### config.mk
export PLATFORM = sky130hd
export DESIGN_NAME = cost_table
export DESIGN_NICKNAME = d
export VERILOG_FILES = /design/src/rtl/cost_table.sv
export SDC_FILE = /design/constraint.sdc
export NUM_CORES = 1
export LEC_CHECK = 0
export ABC_CLOCK_PERIOD_IN_PS = 2400
export BUFFER_PORTS_ARGS = -buffer_cell sky130_fd_sc_hd__buf_2
export CORE_UTILIZATION = 49
export CTS_BUF_LIST = sky130_fd_sc_hd__clkbuf_2
export CTS_CLUSTER_SIZE = 20
export DETAILED_ROUTE_END_ITERATION = 10
export REMOVE_ABC_BUFFERS = 1
export SYNTH_ARGS = -nofsm -noshare
export SYNTH_HDL_FRONTEND = slang
export SYNTH_SLANG_ARGS = --single-unit
### constraint.sdc
create_clock -name CLK -period 2.4 [get_ports CLK]
set_input_delay 0.12 -clock CLK [delete_from_list [all_inputs] [get_ports CLK]]
set_output_delay 0.12 -clock CLK [all_outputs]
set_load 0.01 [all_outputs]
### src/rtl/cost_table.sv
// Cost table for a job-assignment machine: 64 x 7-bit entries loaded as a stream
// and read combinationally by {W,J}. Define COST_CHECKSUM_EN to add a running checksum.
module cost_table (
    input  logic       CLK,
    input  logic       RST,
    input  logic       in_valid,
    input  logic [6:0] in_data,
    output logic       in_ready,
    input  logic       clear,
    input  logic [2:0] W,
    input  logic [2:0] J,
    output logic [6:0] Cost,
    output logic       table_ready,
    output logic       load_done,
    output logic       drop_err
`ifdef COST_CHECKSUM_EN
    ,
    output logic [12:0] checksum
`endif
);

    typedef enum logic [1:0] {
        S_EMPTY = 2'd0,
        S_LOAD  = 2'd1,
        S_READY = 2'd2
    } state_e;

    state_e     state_q;
    logic [5:0] cnt_q;
    logic       table_ready_q;
    logic       load_done_q;
    logic       drop_err_q;
    logic [6:0] mem_q [64];
    logic       accept;

    assign in_ready = (state_q != S_READY) && !clear;
    assign accept   = in_valid && in_ready;

    // NOTE: all state uses non-blocking assignments so every register samples
    // pre-edge values; the FSM and its outputs update together in one block.
    always_ff @(posedge CLK) begin
        if (RST) begin
            state_q       <= S_EMPTY;
            cnt_q         <= 6'd0;
            table_ready_q <= 1'b0;
            load_done_q   <= 1'b0;
            drop_err_q    <= 1'b0;
        end else if (clear) begin
            state_q       <= S_EMPTY;
            cnt_q         <= 6'd0;
            table_ready_q <= 1'b0;
            load_done_q   <= 1'b0;
            drop_err_q    <= 1'b0;
        end else begin
            load_done_q <= 1'b0;
            if (accept) begin
                cnt_q <= cnt_q + 6'd1;
                case (state_q)
                    S_EMPTY: state_q <= S_LOAD;
                    S_LOAD: begin
                        // Beat 63 completes the table; the counter wraps to 0 here.
                        if (cnt_q == 6'd63) begin
                            state_q       <= S_READY;
                            table_ready_q <= 1'b1;
                            load_done_q   <= 1'b1;
                        end
                    end
                    default: state_q <= state_q;
                endcase
            end
            if (in_valid && (state_q == S_READY)) begin
                drop_err_q <= 1'b1;
            end
        end
    end

    // NOTE: the array has no reset; Cost is gated by table_ready, so stale
    // contents are never visible and the storage stays a plain register file.
    always_ff @(posedge CLK) begin
        if (accept && !RST) begin
            mem_q[cnt_q] <= in_data;
        end
    end

`ifdef COST_CHECKSUM_EN
    logic [12:0] checksum_q;

    // 64 * 127 = 8128 fits in 13 bits, so the sum never overflows.
    always_ff @(posedge CLK) begin
        if (RST || clear) begin
            checksum_q <= 13'd0;
        end else if (accept) begin
            checksum_q <= checksum_q + {6'd0, in_data};
        end
    end

    assign checksum = checksum_q;
`endif

    assign Cost        = table_ready_q ? mem_q[{W, J}] : 7'd0;
    assign table_ready = table_ready_q;
    assign load_done   = load_done_q;
    assign drop_err    = drop_err_q;

endmodule

; ---- Word level (Yosys, flattened, before mapping)
; Memory sizes are Yosys's and may differ from the RTL's.
; Index checks and enable logic that the tools add are counted.
[totals]
regBits = 11
latch_bits = 0
mem_bits_rw = 448
rom_bits = 0
output_inout_bits = 11
memories = 1
[classes]
n_addsub = 1
n_mul = 0
div_mod_pow = 0
order_cmp = 0
eq_ne = 5
n_shift = 0
mux = 6
bitwise = 2
n_reduce_logical = 12
[mem_list]
columns = memory, depth, width, read_ports, rd_clocked_by_memory_dff, wr, line_no
row1 = mem_q, 64, 7, 1, 0, 1, 33  ; logic [6:0] mem_q [64];
[ops]
columns = cell, n
row1 = $mux W7, 1
row2 = $add A6 B1 Y6 const B, 1
row3 = $eq A6 B6 Y1 const B, 1
row4 = $reduce_and A3 Y1, 2
row5 = $logic_and A1 B1 Y1, 4
row6 = $ne A2 B2 Y1 const B, 2
row7 = $pmux W2 S2, 1
row8 = $reduce_or A4 Y1, 1
row9 = $mux W1, 3
row10 = $eq A2 B1 Y1 const B, 1
row11 = $eq A2 B2 Y1 const B, 1
row12 = $logic_not A1 Y1, 2
row13 = $logic_not A2 Y1, 1
row14 = $mux W2, 1
row15 = $not A1 Y1, 2
row16 = $reduce_bool A2 Y1, 1
row17 = $reduce_or A2 Y1, 1

; ---- Longest topological paths before layout
[depth]
depth_word = 6
ltp_mapped = 9
ltp_nobuf = 5

; ---- Least setup slack after synthesis
; Ideal clock, no wire load.
[synth_timing]
path_type = register to register
startpoint = register state_q[1]
endpoint = memory mem_q[63][0] (enable)
setup_ns = 0.360
arrival_time_ns = 1.556
required_ns = 2.040
setup_slack_ns = 0.484
stages_incl_launch_ff = 6
path_buffers = 1
period_less_slack_ns = 1.916
cell_sequence = dfxtp_1 > nor2b_1 > nor4b_1 > nand2b_1 > clkbuf_1 > nor2_1
[synth_between]
elab_chain_len = 6
[synth_rtl]
columns = item, line_no
row1 = start: declaration, 28  ; state_e state_q;
row2 = start signal: assignment, 68  ; default: state_q <= state_q;
row3 = $ne A2 B2 Y1, 36  ; assign in_ready = (state_q != S_READY) && !clear;
row4 = $logic_and A1 B1 Y1, 36
row5 = $logic_and A1 B1 Y1, 37  ; assign accept = in_valid && in_ready;
row6 = $logic_and A1 B1 Y1, 80  ; if (accept && !RST) begin
row7 = $mux W1, 80
row8 = $mux W1 (not written as such), 81  ; mem_q[cnt_q] <= in_data;
row9 = end: declaration, 33
; No other way between the ends.

; ---- Final worst setup path
[layout_timing]
startpoint = memory mem_q[51][3]
endpoint = output Cost[3]
[layout_between]
elab_chain_len = 2
[layout_rtl]
columns = item, line_no
row1 = $mem_v2 Z64 W7, --
row2 = $mux W7, 100  ; assign Cost = table_ready_q ? mem_q[{W, J}] : 7'd0;
row3 = end: declaration, 12  ; output logic [6:0] Cost,
; No other way between the ends.

==> results.py <==
metrics = {
    "floorplan": {
        "core_um2": 35800,
        "initial_utilization": 0.501,
        "die_y_um": 193,
        "rows": 69,
        "pin_count": 28,
        "dieArea_um2": 37400,
        "die_x_um": 193,
    },
    "clocking": {
        "cts_root_buf": "clkbuf_2",
        "insertion_delay_ns": 1.06,
        "cts.clk_slew.worst_paths_ns": 0.11,
        "htree_levels": 3,
        "cts_tree": "yes",
        "cts_buffer_depth": 3,
        "numCtsBuffers": 108,
        "clock-sinks": 459,
    },
    "finish": {
        "syn_to_final_growth_pct": 15.6,
        "fin_nets": 1104,
        "drive_gt1_frac": 0.405,
        "fin_util": 0.580,
        "final_cell_area_um2": 20800,
    },
    "synthesis": {
        "synthFlopType": "edfxtp_1",
        "synthArstFlopShare": 0,
        "synth_cells": 851,
        "synth_top_area_frac": 0.749,
        "syn_avg_cell_area_um2": 21.1,
        "synth_area_um2": 18000,
        "synth_seq_area_share": 0.761,
        "synth-edff-count": 448,
        "synth.top_cells.by_area": "edfxtp_1 75%, mux4_2 15%, mux2i_1 1.7%, nor2_1 1.6%, dfxtp_1 1.2%",
        "yosysUniqueCellTypes": 44,
        "synth_area_leader_cell": "edfxtp_1",
        "ys_ff_latch": 459,
        "yosys_warnings": 0,
    },
    "worst_setup_path": {
        "r2r_start": "cnt_q[0]",
        "worstPathMaxFanout": 1,
        "r2r_end": "mem_q[63][2]",
        "critPathCaptureType": "primary output",
        "rrSetupSlack_ns": 0.12,
        "cp-start-kind": "flop",
        "cp-startpoint": "mem_q[51][3]",
        "critPathKind": "reg -> out",
        "cp_data_required_time_ns": 2.28,
        "crit_arrival_ns": 2.94,
        "r2r_cells": 6,
    },
    "timing": {
        "hold_violations": 0,
        "finalClockSkew_ns": 0.113,
        "setup_ws_ns": -0.661,
        "setup_viol": 7,
        "rsz0062_at_grt": "yes",
        "maxSlewViolCount": 0,
        "max_freq_mhz": 327,
        "fin_crit_sh": 1.28,
        "worstMarginPinSlew_ns": 0.765,
        "hold_slack_ns": 0.117,
        "slew_headroom": 0.490,
        "finalCriticalPeriod_ns": 3.06,
    },
    "power": {
        "seqPwrFrac": 0.607,
        "total_power_uw": 14500,
        "swShare": 0.237,
        "p_int_uw": 11000,
        "worst_ir_drop_vdd_mv": 0.422,
        "leakage_uw": 0.00699,
        "powerDensity_nw_per_um2": 697,
        "p_clk_frac": 0.338,
        "switching_power_uw": 3430,
        "comb_power_share": 0.054,
    },
    "detailed_routing": {
        "finalWirelength_um": 41900,
        "drt_iter0_drc": 786,
        "dr.pass1.iters": 5,
        "drc": 0,
        "ant_nets": 0,
        "via_per_inst": 5.76,
        "vias": 9395,
        "wl_per_cell_um": 25.7,
    },
    "place": {
        "placedInstanceArea_um2": 19500,
        "port_buffers": 27,
        "hpwlAfterDp_um": 26800,
        "gp_congestion": 0.820,
    },
    "grt": {
        "grt_pass1_vias": 10003,
        "overflow": 0,
        "grt_pass1_wl_um": 63400,
        "grt_max_degree": 65,
        "antenna_found_initial": 1,
        "grt.total_usage": 0.235,
    },
    "flow_run": {
        "max_cap_viol_count": 0,
    },
    "worst_hold_path": {
        "min_path_cells": 2,
        "hold_path_class": "in -> reg",
        "worstHoldStart": "in_data[4]",
        "min_to": "mem_q[35][4]",
    },
    "status": {
        "violations": "negative setup slack",
        "status": "complete, but fails checks",
    },
}
[metrics by stage]
stage	TNS, ns	worst slack [ns]	instances
after floorplan	0	0.474	804
after global placement	0	0.0991	1422
after detailed placement	0	0.00518	1422
after CTS	-4.69	-0.766	1631
after global routing	-4.96	-0.778	1632
final	-3.80	-0.661	1632
[worst max path at each step]
stage	endpoint	slack, ns	cells past startpoint
6_report	Cost[3]	-0.66	6
5_1_grt	Cost[3]	-0.78	6
4_1_cts	Cost[3]	-0.77	6
3_5_place_dp	mem_q[11][2]	0.005	7
3_3_place_gp	Cost[5]	0.1	9
2_1_floorplan	mem_q[31][0]	0.47	4
[kinds of logic (layout without fill, tap and decap cells)]
| family | after synthesis | count (layout) | share of synthesized area |
|---|---|---|---|
| AOI/OAI and AO/OA | 32 | 32 | 0.0129 |
| xor gates and xnor gates | 5 | 5 | 0.00244 |
| adders and majority gates | 1 | 1 | 0.000697 |
| buffers and inverters | 48 | 367 | 0.0157 |
| DFF | 459 | 459 | 0.761 |
| muxes | 151 | 151 | 0.168 |
| other | 0 | 1 | 0 |
| and+or+nand+nor | 155 | 155 | 0.0386 |
[placed cells by master, fill, tap and decap left out, types with 2 or more instances in the layout]
cell | synthesis | final
o2111ai_2 | 0 | 2
mux4_2 | 121 | 121
or2_2 | 3 | 3
nand4_1 | 4 | 4
edfxtp_1 | 448 | 448
buf_12 | 2 | 10
clkinv_1 | 0 | 24
o221ai_1 | 4 | 4
dfxtp_1 | 11 | 11
a22oi_2 | 0 | 2
nand3_2 | 1 | 2
o2111ai_1 | 5 | 3
nand2_1 | 34 | 30
buf_4 | 6 | 122
mux2i_4 | 0 | 3
o22ai_1 | 4 | 4
o21a_1 | 2 | 2
nand2_2 | 0 | 3
mux2i_2 | 0 | 3
nor2_1 | 76 | 75
a21oi_1 | 4 | 4
nor2b_1 | 6 | 6
buf_6 | 4 | 3
clkinv_4 | 0 | 2
xnor2_1 | 3 | 3
clkbuf_2 | 0 | 161
nand2b_1 | 4 | 3
a22oi_1 | 4 | 2
nor3_1 | 2 | 2
mux2i_1 | 30 | 24
xor2_1 | 2 | 2
and2_1 | 2 | 2
buf_2 | 13 | 22
o21ai_1 | 4 | 4
nand3b_1 | 2 | 2
dlygate4sd3_1 | 0 | 15
nand3_1 | 14 | 13
clkinv_2 | 0 | 4
[timing repair]
action,in CTS,in global routing
gates cloned,0,0
pin swaps,6,6
endpoints found under the setup margin,20,18
endpoints found under the hold margin,669,0
hold buffers,15,0
gates resized for setup,14,12
buffers inserted,1,0
[sequential cells by signal, indices dropped and copies added, names as in the netlist]
register / cells
load_done: 1
mem_q: 448
state_q: 2
drop_err: 1
cnt_q: 6
table_ready: 1
[synthesized netlist by cell type, types with 2 or more instances]
cell type and instances:
o21a_1 2, xor2_1 2, buf_4 6, mux2i_1 30, o21ai_1 4, edfxtp_1 448, nor3_1 2, nand3b_1 2
a22oi_1 4, o221ai_1 4, buf_12 2, nor2_1 76, dfxtp_1 11, buf_2 13, nand3_1 14, nor2b_1 6
mux4_2 121, o22ai_1 4, clkbuf_1 13, buf_6 4, buf_1 9, and2_1 2, nand2_1 34, nand2b_1 4
nand4_1 4, xnor2_1 3, o2111ai_1 5, a21oi_1 4, or2_2 3
[critical path, stage by stage, from the launching register on]
cell	delay, ns
edfxtp_1	0.39
mux4_2	0.49
nand2b_4	0.15
mux4_2	0.48
nand3_2	0.10
o211ai_2	0.11
buf_2	0.17
[final cells by class]
type / count / area (um^2)
clock buffers: 161 / 806
diodes: 1 / 2.50
clock inverters: 33 / 169
repair buffers: 172 / 1410
well taps: 461 / 577
inverters: 1 / 3.75
fillers: 2686 / 15100
flip-flops and latches: 459 / 13700
multi-input cells: 344 / 4120
[layer usage]
layer	global-route usage	share of wire	up-vias
li1	-	-	4058
met5	0	0	-
met3	0.0584	0.067	61
met1	0.324	0.43	4929
met4	0.0821	0.020	0
met2	0.368	0.49	347
[power groups by stage]
stage          sequential [uW]  combinational (uW)  clock (uW)
6_report                  8780                 787        4890
3_5_place_dp              8970                 758           0
5_1_grt                   8790                 840        5410
4_1_cts                   8780                 789        5050
3_3_place_gp              8970                 740           0
2_1_floorplan             8970                 283           0
Note: power is estimated with default switching activity, not from simulation.
